$ cat config.mk
export PLATFORM = sky130hd
export DESIGN_NAME = cpu_run_ctrl
export DESIGN_NICKNAME = d
export VERILOG_FILES = /design/src/rtl/cpu_run_ctrl_pkg.sv /design/src/rtl/cpu_run_ctrl_sync_fifo.sv /design/src/rtl/cpu_run_ctrl.sv
export SDC_FILE = /design/constraint.sdc
export NUM_CORES = 1
export LEC_CHECK = 0
export ABC_AREA = 1
export CORE_MARGIN = 2
export CORE_UTILIZATION = 40
export CTS_CLUSTER_DIAMETER = 200
export DETAILED_ROUTE_END_ITERATION = 10
export GPL_ROUTABILITY_DRIVEN = 0
export GPL_TIMING_DRIVEN = 1
export PLACE_DENSITY = 0.66
export SETUP_SLACK_MARGIN = 0.2
export SYNTH_ARGS = -nofsm -noshare
export SYNTH_HDL_FRONTEND = slang
export SYNTH_HIERARCHICAL = 1
export SYNTH_SLANG_ARGS = --single-unit
$ cat constraint.sdc
create_clock -name clk -period 10 [get_ports clk]
set_input_delay 1.5 -clock clk [delete_from_list [all_inputs] [get_ports clk]]
set_output_delay 1.5 -clock clk [all_outputs]
set_load 0.005 [all_outputs]
$ cat src/rtl/cpu_run_ctrl_pkg.sv
// ============================================================================
// Module : cpu_run_ctrl_pkg
// Brief  : Shared state encoding and trace-entry sizing for cpu_run_ctrl.
// Rev    : 1.0  initial release
// ============================================================================
`default_nettype none

package cpu_run_ctrl_pkg;

  typedef enum logic [1:0] {
    S_IDLE = 2'd0,
    S_RUN  = 2'd1,
    S_STEP = 2'd2,
    S_DONE = 2'd3
  } state_e;

  localparam int c_drop_w = 16;

  function automatic int trace_width(input int ts_w, input int addr_w, input int data_w);
    return ts_w + addr_w + data_w;
  endfunction

endpackage

`default_nettype wire

$ cat src/rtl/cpu_run_ctrl_sync_fifo.sv
// ============================================================================
// Module : sync_fifo
// Brief  : First-word-fall-through FIFO; a push while full is refused unless
//          a pop happens in the same cycle.
// Rev    : 1.0  initial release
// ============================================================================
`default_nettype none

module sync_fifo #(
  parameter int WIDTH = 53,
  parameter int DEPTH = 16
) (
  input  logic             clk,
  input  logic             rst_n,
  input  logic             i_push,
  input  logic [WIDTH-1:0] i_din,
  input  logic             i_pop,
  output logic [WIDTH-1:0] o_dout,
  output logic             o_full,
  output logic             o_empty
);

  localparam int c_ptr_w = (DEPTH > 1) ? $clog2(DEPTH) : 1;
  localparam int c_cnt_w = c_ptr_w + 1;

  logic [WIDTH-1:0]   r_mem [DEPTH];
  logic [c_ptr_w-1:0] r_wr_ptr;
  logic [c_ptr_w-1:0] r_rd_ptr;
  logic [c_cnt_w-1:0] r_count;
  logic               w_push;
  logic               w_pop;

  assign o_empty = (r_count == '0);
  assign o_full  = (r_count == c_cnt_w'(DEPTH));
  assign w_pop   = i_pop && !o_empty;
  // When full, the slot being freed by the pop is the one the push lands in.
  assign w_push  = i_push && (!o_full || w_pop);
  assign o_dout  = o_empty ? '0 : r_mem[r_rd_ptr];

  always_ff @(posedge clk) begin
    if (w_push) r_mem[r_wr_ptr] <= i_din;
  end

  always_ff @(posedge clk or negedge rst_n) begin
    if (!rst_n) begin
      r_wr_ptr <= '0;
      r_rd_ptr <= '0;
      r_count  <= '0;
    end else begin
      if (w_push) r_wr_ptr <= r_wr_ptr + c_ptr_w'(1);
      if (w_pop)  r_rd_ptr <= r_rd_ptr + c_ptr_w'(1);
      case ({w_push, w_pop})
        2'b10:   r_count <= r_count + c_cnt_w'(1);
        2'b01:   r_count <= r_count - c_cnt_w'(1);
        default: r_count <= r_count;
      endcase
    end
  end

endmodule

`default_nettype wire

$ cat src/rtl/cpu_run_ctrl.sv
// ============================================================================
// Module : cpu_run_ctrl
// Brief  : CPU run/step/halt controller with cycle budget and a FIFO tracer
//          for watched register-file writes.
// Rev    : 1.0  initial release
// ============================================================================
`default_nettype none

module cpu_run_ctrl
  import cpu_run_ctrl_pkg::*;
#(
  parameter int                  ADDR_W     = 5,
  parameter int                  DATA_W     = 32,
  parameter int                  NUM_REGS   = 32,
  parameter logic [NUM_REGS-1:0] WATCH_MASK = 'h7,
  parameter int                  DEPTH      = 16,
  parameter int                  CNT_W      = 32,
  parameter int                  TS_W       = 16
) (
  input  logic                          clk,
  input  logic                          rst_n,
  input  logic                          start,
  input  logic                          step,
  input  logic                          halt,
  input  logic                          clear,
  input  logic [CNT_W-1:0]              cycle_limit,
  output logic                          cpu_en,
  output logic                          running,
  output logic                          done,
  output logic [CNT_W-1:0]              cycle_count,
  input  logic                          wr_en,
  input  logic [ADDR_W-1:0]             wr_addr,
  input  logic [DATA_W-1:0]             wr_data,
  output logic                          tr_valid,
  input  logic                          tr_ready,
  output logic [TS_W+ADDR_W+DATA_W-1:0] tr_data,
  output logic                          tr_overflow,
  output logic [15:0]                   tr_drops
);

  localparam int c_tr_w = trace_width(TS_W, ADDR_W, DATA_W);

  state_e              r_state;
  state_e              w_state_next;
  logic [CNT_W-1:0]    r_count;
  logic [CNT_W-1:0]    w_count_next;
  logic [CNT_W-1:0]    w_count_inc;
  logic                w_limit_hit;
  logic                r_cpu_en;
  logic                r_done;
  logic                r_overflow;
  logic [c_drop_w-1:0] r_drops;
  logic                w_push;
  logic                w_pop;
  logic                w_drop;
  logic                w_fifo_full;
  logic                w_fifo_empty;
  logic [c_tr_w-1:0]   w_entry;

  always_comb begin
    w_state_next = r_state;
    w_count_next = r_count;
    w_count_inc  = r_count + CNT_W'(1);
    w_limit_hit  = (cycle_limit != '0) && (w_count_inc == cycle_limit);
    case (r_state)
      S_IDLE: begin
        if (clear)      w_count_next = '0;
        else if (start) w_state_next = S_RUN;
        else if (step)  w_state_next = S_STEP;
      end
      S_RUN: begin
        w_count_next = w_count_inc;
        if (w_limit_hit) w_state_next = S_DONE;
        else if (clear) begin
          w_state_next = S_IDLE;
          w_count_next = '0;
        end else if (halt) w_state_next = S_IDLE;
      end
      S_STEP: begin
        w_count_next = w_count_inc;
        w_state_next = w_limit_hit ? S_DONE : S_IDLE;
      end
      S_DONE: begin
        if (clear) begin
          w_state_next = S_IDLE;
          w_count_next = '0;
        end else if (start) begin
          w_state_next = S_RUN;
          w_count_next = '0;
        end
      end
      default: w_state_next = S_IDLE;
    endcase
  end

  always_ff @(posedge clk or negedge rst_n) begin
    if (!rst_n) begin
      r_state  <= S_IDLE;
      r_count  <= '0;
      r_cpu_en <= 1'b0;
      r_done   <= 1'b0;
    end else begin
      r_state  <= w_state_next;
      r_count  <= w_count_next;
      r_cpu_en <= (w_state_next == S_RUN) || (w_state_next == S_STEP);
      r_done   <= (w_state_next == S_DONE);
    end
  end

  assign cpu_en      = r_cpu_en;
  assign running     = r_cpu_en;
  assign done        = r_done;
  assign cycle_count = r_count;

  // Timestamp is the count before this enabled cycle's increment.
  assign w_entry = {r_count[TS_W-1:0], wr_addr, wr_data};
  assign w_push  = r_cpu_en && wr_en
                && ({1'b0, wr_addr} < (ADDR_W+1)'(NUM_REGS))
                && WATCH_MASK[wr_addr];
  assign w_pop   = tr_valid && tr_ready;
  assign w_drop  = w_push && w_fifo_full && !w_pop;

  sync_fifo #(
    .WIDTH (c_tr_w),
    .DEPTH (DEPTH)
  ) u_fifo (
    .clk     (clk),
    .rst_n   (rst_n),
    .i_push  (w_push),
    .i_din   (w_entry),
    .i_pop   (w_pop),
    .o_dout  (tr_data),
    .o_full  (w_fifo_full),
    .o_empty (w_fifo_empty)
  );

  assign tr_valid = !w_fifo_empty;

  always_ff @(posedge clk or negedge rst_n) begin
    if (!rst_n) begin
      r_overflow <= 1'b0;
      r_drops    <= '0;
    end else if (w_drop) begin
      r_overflow <= 1'b1;
      if (r_drops != '1) r_drops <= r_drops + c_drop_w'(1);
    end
  end

  assign tr_overflow = r_overflow;
  assign tr_drops    = r_drops;

endmodule

`default_nettype wire
Yosys cells after proc, flatten, opt, wreduce, memory -nomap -nowiden
Memory sizes are Yosys's and may differ from the RTL's.
Cells that the tools add are included.

storage, ports and cells
  flip-flop bits (word level) = 66
  memory bits (writable) = 848
  bits in read-only memories = 32
  output and inout port bits = 106
  logic and storage cells = 71
  memories = 2

operators by class
  $add $sub $neg = 6
  order comparisons = 1
  equal/unequal tests = 13
  multiplexer cells = 21
  reduce and logical (&&, ||, !) cells = 19

memory list
  memory            words  bits a word  read ports  clocked after memory_dff  write ports  RTL line                      text
  u_fifo.r_mem      16     53           1           0                         1            cpu_run_ctrl_sync_fifo.sv:26  logic [WIDTH-1:0] r_mem [DEPTH];
  (name not given)  32     1            1           0                         0            cpu_run_ctrl.sv:119           && WATCH_MASK[wr_addr];

operators with widths
  cell                     number
  $mux W32                 5
  $pmux W32 S4             1
  $mux W53                 1
  $add A32 B1 Y32 const B  1
  $eq A32 B32 Y1           1
  $reduce_bool A32 Y1      1
  $mux W2                  9
  $add A16 B1 Y16 const B  1
  $ne A16 B16 Y1 const B   1
  $eq A2 B2 Y1 const B     5
  $pmux W5 S2              1
  $add A4 B1 Y4 const B    2
  $logic_and A1 B1 Y1      8
  $pmux W2 S4              1
  $eq A2 B1 Y1 const B     3
  $lt A5 B6 Y1 const B     1
  $add A5 B1 Y5 const B    1
  $eq A5 B5 Y1 const B     1
  $logic_not A5 Y1         1
  $sub A5 B1 Y5 const B    1
  $reduce_and A2 Y1        2
  $logic_not A1 Y1         3
  $mux W1                  3
  $ne A3 B3 Y1 const B     1
  4 further kinds          5

Logic depth before layout (Yosys ltp)
Gate-level depths: netlist of the first run.

  depth after elaboration = 8
  gate-level depth with buffers = 20

By module
The synthesis of the first run kept the hierarchy.

by module, submodules not included
  module        times used  cells an instance  area each (µm²)  seq. area each (µm²)
  sync_fifo     1           2840               34619.5          25789.7
  cpu_run_ctrl  1           777                4777.1           1326.3

Least setup slack after synthesis of the first run
No wires, ideal clock.

  path kind = input -> register
  start = in wr_addr[2]
  end = mem u_fifo.r_mem[0][0], enable pin
  setup time = 0.464 ns
  data arrival time = 4.610 ns
  data required time = 9.536 ns
  path slack = 4.926 ns
  cell stages on the path = 8
  buffers on the path = 0
  cell sequence = nor2_1 -> nand2_1 -> or2_2 -> inv_1 -> o21ai_1 -> inv_1 -> nand2_1 -> nor2_1

between the ends
  word-level cells in the longest chain between the ends = 6

RTL lines
  what                           RTL line                      text
  start: declaration             cpu_run_ctrl.sv:32            input logic [ADDR_W-1:0] wr_addr,
  $mem_v2 Z32 W1                 --
  $mux W1 (not written as such)  cpu_run_ctrl.sv:119
  $logic_and A1 B1 Y1            cpu_run_ctrl.sv:119
  named net w_push               cpu_run_ctrl.sv:53            logic w_push;
  $logic_and A1 B1 Y1            cpu_run_ctrl_sync_fifo.sv:37  assign w_push = i_push && (!o_full || w_pop);
  $mux W1                        cpu_run_ctrl_sync_fifo.sv:41  if (w_push) r_mem[r_wr_ptr] <= i_din;
  $mux W1 (not written as such)  cpu_run_ctrl_sync_fifo.sv:41
  end: declaration               cpu_run_ctrl_sync_fifo.sv:26

The timed path passes the listed nets, and every way through them passes these cells. The select of a mux whose other input is x is not followed.

Worst setup path after layout of the first run
  start = reg u_fifo.r_rd_ptr[0]
  end = out tr_data[48]

between the ends
  word-level cells in the longest chain between the ends = 2

RTL lines
  what                      RTL line                      text
  start: declaration        cpu_run_ctrl_sync_fifo.sv:28  logic [c_ptr_w-1:0] r_rd_ptr;
  start signal: assignment  cpu_run_ctrl_sync_fifo.sv:51  if (w_pop) r_rd_ptr <= r_rd_ptr + c_ptr_w'(1);
  $mem_v2 Z16 W53           --
  $mux W53                  cpu_run_ctrl_sync_fifo.sv:38  assign o_dout = o_empty ? '0 : r_mem[r_rd_ptr];
  end: declaration          cpu_run_ctrl.sv:36            output logic [TS_W+ADDR_W+DATA_W-1:0] tr_data,

Every way passes these cells.

==> results.py, run 1 <==
metrics = {
    "run_status": {
        "outcome": "completed",
    },
    "clocking": {
        "root_buffer": "clkbuf_16",
        "htreeDepth": 3,
        "clk_path_buf_depth": 3,
        "clock_latency_ns": 0.70,
        "hold_buffers": 0,
        "cts_tree": "built",
        "cts_resized": 0,
        "cts_setup_buffers": 0,
        "cts_buffers": 96,
        "clk_pin_slew_ns": 0.06,
        "cts.sink_count": 914,
    },
    "detailed_routing": {
        "vias": 26900,
        "routed_wl_um": 103000,
        "dr.pass1.iters": 5,
        "antenna_left": 0,
        "via_per_inst": 5.27,
        "initialDrtViolationCount": 2781,
        "wl_per_cell_um": 20.1,
        "route.detailed.drc": 0,
    },
    "floorplan": {
        "core_area_um2": 98000,
        "die_x_um": 318,
        "die_h_um": 318,
        "rows": 115,
        "ios": 183,
        "die-area_um2": 101000,
        "initial_core_util_pct": 40.2,
    },
    "setup_path": {
        "crit_type": "flop to output pin",
        "end_kind": "output pin",
        "start_kind": "flop",
        "crit_path_cell_trace": "buf_4 -> buf_4 -> nor2_1 -> nor2_1 -> o21ai_0 -> nand3_1 -> nand3_1 -> a21oi_1 -> clkdlybuf4s50_1",
        "max_stage_delay_ns": 0.88,
        "worstPathArrival_ns": 4.91,
        "critical_path_required_ns": 8.50,
        "slowest_stage": "dfrtp_4",
        "cp_max_fo": 87,
    },
    "timing": {
        "finClkSkew_ns": 0.0760,
        "final-hold-violation-count": 0,
        "finalMaxSlewViolations": 0,
        "setup_violations": 0,
        "setup_tns_ns": 0,
        "period_needed_ns": 6.41,
        "fin_crit_sh_pct": 64.1,
        "rsz0062_at_grt": "false",
        "slew_headroom_pct": 8.44,
        "whs_ns": 0.500,
        "tightestPinTransition_ns": 1.37,
        "fmax_ghz": 0.156,
    },
    "synthesis": {
        "syn_area_um2": 39400,
        "synth_edf_count": 848,
        "synth_cell_types": 43,
        "ys_seq_area_share_pct": 68.8,
        "syn-num-nets": 3711,
        "ys_warn_count": 6,
        "netlist_instances": 3617,
        "async_reset_ff_share_pct": 7.22,
        "syn_avg_cell_area_um2": 10.9,
        "synth_seq_cells": 914,
        "ys.flop_type": "edfxtp_1",
    },
    "power": {
        "p_sw_share_pct": 35.3,
        "p_leak_nw": 16.2,
        "p_switching_mw": 4.15,
        "total_power_mw": 11.8,
        "power_frac_comb_pct": 32.6,
        "p_int_mw": 7.62,
        "p_clk_share_pct": 29.9,
        "seqPwrFrac_pct": 37.5,
        "power_density_nw_per_um2": 260,
        "irDropWorstVdd_uv": 280,
    },
    "layout": {
        "final_cells": 5105,
        "seqCellArea_um2": 27100,
        "finish.net_count": 3833,
        "multiInputGateArea_um2": 10900,
        "area_growth_pct": 15.0,
        "nFillCells": 8741,
        "fin_area_um2": 45300,
        "drive_gt1_share_pct": 7.07,
    },
    "placed_design": {
        "port_buffers": 182,
        "dp_hpwl_um": 51600,
        "place_area_um2": 42200,
        "dp_cells": 4928,
    },
    "global_routing": {
        "grt_max_degree": 277,
        "grt_first_pass_wirelength_um": 156000,
        "grt_pass1_vias": 25900,
        "grt_usage_pct": 19.9,
        "grt-ovfl-total": 0,
        "antenna_found_initial": 2,
    },
    "job": {
        "maxCapViolCount": 0,
    },
    "min_path": {
        "hold_class": "flop to flop",
    },
}
[sequential cells by signal, indices dropped and copies added (netlist names)]
signal and flops:
done 1, u_fifo/r_rd_ptr 4, cycle_count 32, cpu_en 1
u_fifo/r_count 5, tr_overflow 1, tr_drops 16, r_state 2
u_fifo/r_mem 848, u_fifo/r_wr_ptr 4
[logic make-up after synthesis]
group	Yosys count	share of synthesized area, %
buffers and inverters	309	3.80
flip-flops	914	68.8
XOR/XNOR	28	0.657
adder cells (fa/ha/maj)	17	0.559
AO/OA/AOI/OAI	458	5.94
AND/OR/NAND/NOR	1890	20.2
multiplexers	1	0.0286
[synthesized netlist by cell type (15+ instances only)]
cell        n  area, um2
edfxtp_1  848      25500
nand2_2    42        263
o211ai_1   15        113
nand2_1   554       2080
nor2_1    841       3160
buf_1      26       97.6
xor2_1     22        193
inv_1     112        420
clkbuf_2   24        120
clkbuf_1   31        116
buf_4      30        225
nand4_1    18        113
o21ai_0   296       1480
dfrtp_1    66       1650
o21ai_1    67        335
a21oi_1    76        380
nand3_1   393       1970
buf_2      68        340
ha_1       16        200
[metal layers]
layer / vias to the layer above / part of all wire, % / routed length, um / global-route usage [%]
met5: - / 0.022 / 23 / 0
met4: 4 / 2.5 / 2610 / 5.92
met3: 172 / 7.7 / 7930 / 3.46
met2: 999 / 46 / 47500 / 32.0
met1: 13000 / 43 / 44500 / 27.8
li1: 12700 / - / - / -
[per-stage QoR]
| step | worst slack (ns) | util, % |
|---|---|---|
| floorplan | 4.93 | - |
| global placement | 4.19 | 43.1 |
| detailed placement | 4.23 | 43.1 |
| CTS | 3.47 | 46.2 |
| global route | 3.31 | 46.2 |
| finish | 3.59 | 46.2 |
[power groups by stage]
stage / combinational (mW) / clock [mW] / sequential (mW)
after global placement: 3.80 / 0 / 4.49
final: 3.84 / 3.52 / 4.41
after CTS: 3.86 / 3.57 / 4.41
after floorplan: 2.60 / 0 / 4.34
after detailed placement: 3.84 / 0 / 4.49
after global routing: 4.25 / 3.72 / 4.42
[final timing paths]
kind | startpoint | end | slack (ns) | depth (start not counted)
min in group asynchronous | rst_n | cycle_count[25] | 0.96 | 1
max reg2reg | u_fifo/r_count[2] | u_fifo/r_mem[6][47] | 6.01 | 11
max | u_fifo/r_rd_ptr[0] | tr_data[48] | 3.59 | 9
min | tr_drops[14] | tr_drops[14] | 0.50 | 1
min reg2reg | tr_drops[14] | tr_drops[14] | 0.50 | 1
max in group asynchronous | rst_n | u_fifo/r_rd_ptr[0] | 8.34 | 1
[cell usage in the layout, fill, tap and decap left out, types with 2 or more instances in the layout]
| cell | synthesis | final |
|---|---|---|
| nand3b_1 | 9 | 9 |
| inv_6 | 0 | 3 |
| nor2_8 | 3 | 3 |
| a21oi_1 | 76 | 76 |
| xnor2_1 | 5 | 5 |
| inv_2 | 6 | 2 |
| nand3_2 | 3 | 3 |
| clkdlybuf4s50_1 | 0 | 181 |
| buf_4 | 30 | 32 |
| clkbuf_1 | 31 | 13 |
| clkinv_2 | 0 | 24 |
| edfxtp_1 | 848 | 848 |
| dfrtp_4 | 0 | 4 |
| nand2_1 | 554 | 554 |
| nor3_2 | 2 | 2 |
| nand3_1 | 393 | 393 |
| xor2_1 | 22 | 22 |
| nor3_1 | 3 | 3 |
| inv_1 | 112 | 112 |
| nor2_1 | 841 | 825 |
| clkinvlp_4 | 0 | 2 |
| clkinv_16 | 0 | 3 |
| clkbuf_16 | 0 | 96 |
| or2_2 | 3 | 3 |
| nor2_2 | 7 | 7 |
| dfrtp_1 | 66 | 62 |
| clkinv_1 | 0 | 23 |
| bufinv_16 | 0 | 9 |
| o211ai_1 | 15 | 15 |
| nand4_1 | 18 | 18 |
| clkinv_8 | 0 | 3 |
| ha_1 | 16 | 16 |
| nor2_4 | 5 | 21 |
| o21ai_0 | 296 | 296 |
| nand2_2 | 42 | 42 |
| nand2_4 | 3 | 3 |
| a21boi_0 | 2 | 2 |
| o21ai_1 | 67 | 67 |
[worst max-delay path, delay by kind of cell, from the launching register on]
family	cells	cell delay, ns
simple gates	4	0.48
compound gates	2	0.49
buf+inv	3	2.26
flops	1	0.88
[final cells by class]
type                    count  share of cell area (%)
well taps                1287                    3.55
clock inverters            66                    1.46
multi-input cells        2394                    24.1
inverters                 119                    1.04
repair buffers            214                    4.57
clock buffers             110                    5.44
diodes                      1                 0.00552
flip-flops and latches    914                    59.9
Power figures use the tool's default switching activity.
==> run 2, diff against run 1 <==
--- a/config.mk
+++ b/config.mk
@@ -12,7 +12,7 @@
 export DETAILED_ROUTE_END_ITERATION = 10
 export GPL_ROUTABILITY_DRIVEN = 0
 export GPL_TIMING_DRIVEN = 1
-export PLACE_DENSITY = 0.66
+export PLACE_DENSITY = 0.68
 export SETUP_SLACK_MARGIN = 0.2
 export SYNTH_ARGS = -nofsm -noshare
 export SYNTH_HDL_FRONTEND = slang
==> constraint.sdc (replaced) <==
create_clock -name clk -period 5.65 [get_ports clk]
set_input_delay 0.8475 -clock clk [delete_from_list [all_inputs] [get_ports clk]]
set_output_delay 0.8475 -clock clk [all_outputs]
set_load 0.005 [all_outputs]
==> run 2 against run 1 <==
  * Critical path depth fell by 1
  * Sequential share of layout area fell by 0.33 points
  * Die area stayed put
  * Clock power increased by 72%
==> results.py, run 2 (synthesis gave the netlist of run 1 again) <==
metrics = {
    "global_routing": {
        "grt_usage_pct": 19.6,
        "antenna_found_initial": 1,
        "grt_first_pass_wirelength_um": 154000,
        "grt_pass1_vias": 26000,
        "grt-ovfl-total": 0,
        "grt_max_degree": 226,
    },
    "power": {
        "irDropWorstVdd_uv": 725,
        "p_leak_nw": 16.3,
        "power_density_nw_per_um2": 457,
    },
    "timing": {
        "fmax_ghz": 0.215,
        "tightestPinTransition_ns": 1.23,
        "finalMaxSlewViolations": 0,
        "fin_crit_sh_pct": 82.2,
        "setup_violations": 0,
        "final-hold-violation-count": 0,
        "period_needed_ns": 4.64,
        "whs_ns": 0.341,
        "setup_tns_ns": 0,
        "rsz0062_at_grt": "false",
        "slew_headroom_pct": 18.0,
        "finClkSkew_ns": 0.0515,
    },
    "clocking": {
        "root_buffer": "clkbuf_16",
        "htreeDepth": 3,
        "cts_tree": "built",
        "clk_path_buf_depth": 3,
        "clk_pin_slew_ns": 0.06,
        "cts.sink_count": 914,
        "clock_latency_ns": 0.69,
        "cts_resized": 0,
        "cts_setup_buffers": 0,
        "cts_buffers": 94,
        "hold_buffers": 0,
    },
    "run_status": {
        "outcome": "completed",
    },
    "setup_path": {
        "endpoint": "tr_data[27]",
        "ff2ff_path_depth": 14,
        "end_kind": "output pin",
        "r2r_end": "cpu_en",
        "critPathLaunch": "u_fifo/r_rd_ptr[0]",
        "ff2ff_setup_slack_ns": 1.88,
        "crit_type": "flop to output pin",
        "cp_max_fo": 225,
        "worstPathArrival_ns": 3.80,
        "critical_path_required_ns": 4.80,
        "r2r-start": "cycle_count[9]",
        "start_kind": "flop",
    },
    "detailed_routing": {
        "m1WireLength_um": 41800,
        "top_layer": "met5",
        "antenna_left": 0,
        "vias": 27000,
        "wl_per_cell_um": 19.8,
        "route.met2.wl_um": 50100,
        "via_per_inst": 5.27,
        "initialDrtViolationCount": 2593,
        "met3WireLength_um": 6650,
        "route.detailed.drc": 0,
        "dr.pass1.iters": 6,
        "routed_wl_um": 101000,
    },
    "floorplan": {
        "core_area_um2": 98000,
        "ios": 183,
        "initial_core_util_pct": 40.2,
        "die_x_um": 318,
        "die-area_um2": 101000,
        "die_h_um": 318,
        "rows": 115,
    },
    "job": {
        "maxCapViolCount": 0,
    },
    "min_path": {
        "hold_class": "input pin to asynchronous set/reset pin",
    },
    "placed_design": {
        "dp_hpwl_um": 56000,
        "place_area_um2": 42500,
        "port_buffers": 182,
    },
    "layout": {
        "n_antenna_cell": 0,
        "seqCellArea_um2": 27100,
        "layout_commonest_cell": "edfxtp_1",
        "drive_gt1_share_pct": 7.33,
        "fin_area_um2": 45600,
        "layout_common_cells": "848 x edfxtp_1, 825 x nor2_1, 554 x nand2_1",
        "multiInputGateArea_um2": 10900,
        "area_growth_pct": 15.6,
        "nFillCells": 8635,
        "top_register": "u_fifo/r_mem",
        "largest_reg_flops": 848,
        "finish.net_count": 3851,
    },
}
[run 2: cell count changes in the layout (fill, tap and decap cells not counted), sizes merged]
cell / delta
buf: +20
diode: -1
bufinv: -1
clkbuf: +6
inv: -1
clkinv: -9
clkinvlp: +2
[run 2: where the power goes]
group	total, mW	internal, mW	switching (mW)
logic	7.02	2.52	4.50
registers	7.74	7.49	0.254
clock network	6.07	3.46	2.62
[run 2: worst max-delay path: stages, from the launching register on]
cell and delay (ns):
dfrtp_4 0.66, buf_12 0.64, nor2_1 0.13, nor2_1 0.13, o21ai_0 0.10, nand3_1 0.08, nand3_1 0.12, a21oi_1 0.36
clkdlybuf4s50_1 0.58
[run 2: worst min path at each step]
| stage | endpoint | startpoint |
|---|---|---|
| detailed placement | tr_drops[15] | tr_drops[15] |
| floorplan | u_fifo/r_count[4] | u_fifo/r_count[4] |
| global placement | tr_drops[14] | tr_drops[14] |
| finish | tr_drops[1] | rst_n |
| global route | tr_drops[4] | rst_n |
| CTS | cycle_count[22] | rst_n |
[run 2: routing by layer]
metal,GRT usage [%],vias up
met1,25.3,13100
met5,0,-
met4,5.67,2
met3,3.41,165
met2,33.9,945
li1,-,12800
[run 2: cell type report]
cell class	instances	share of cell area (%)
well taps	1287	3.53
repair buffers	234	5.29
inverters	119	1.04
flip-flops and latches	914	59.5
clock buffers	116	5.34
clock inverters	57	1.32
multi-input cells	2394	23.9
[run 2: stage by stage]
stage / setup WS, ns / cells / power [mW] / utilization (%)
after CTS: 0.980 / 5121 / 21.0 / 46.5
after detailed placement: 1.53 / 4948 / 14.9 / 43.4
final: 1.01 / 5121 / 20.8 / 46.5
after floorplan: 1.23 / 3617 / 12.3 / -
after global placement: 1.55 / 4948 / 14.8 / 43.4
after global routing: 0.841 / 5121 / 22.0 / 46.5
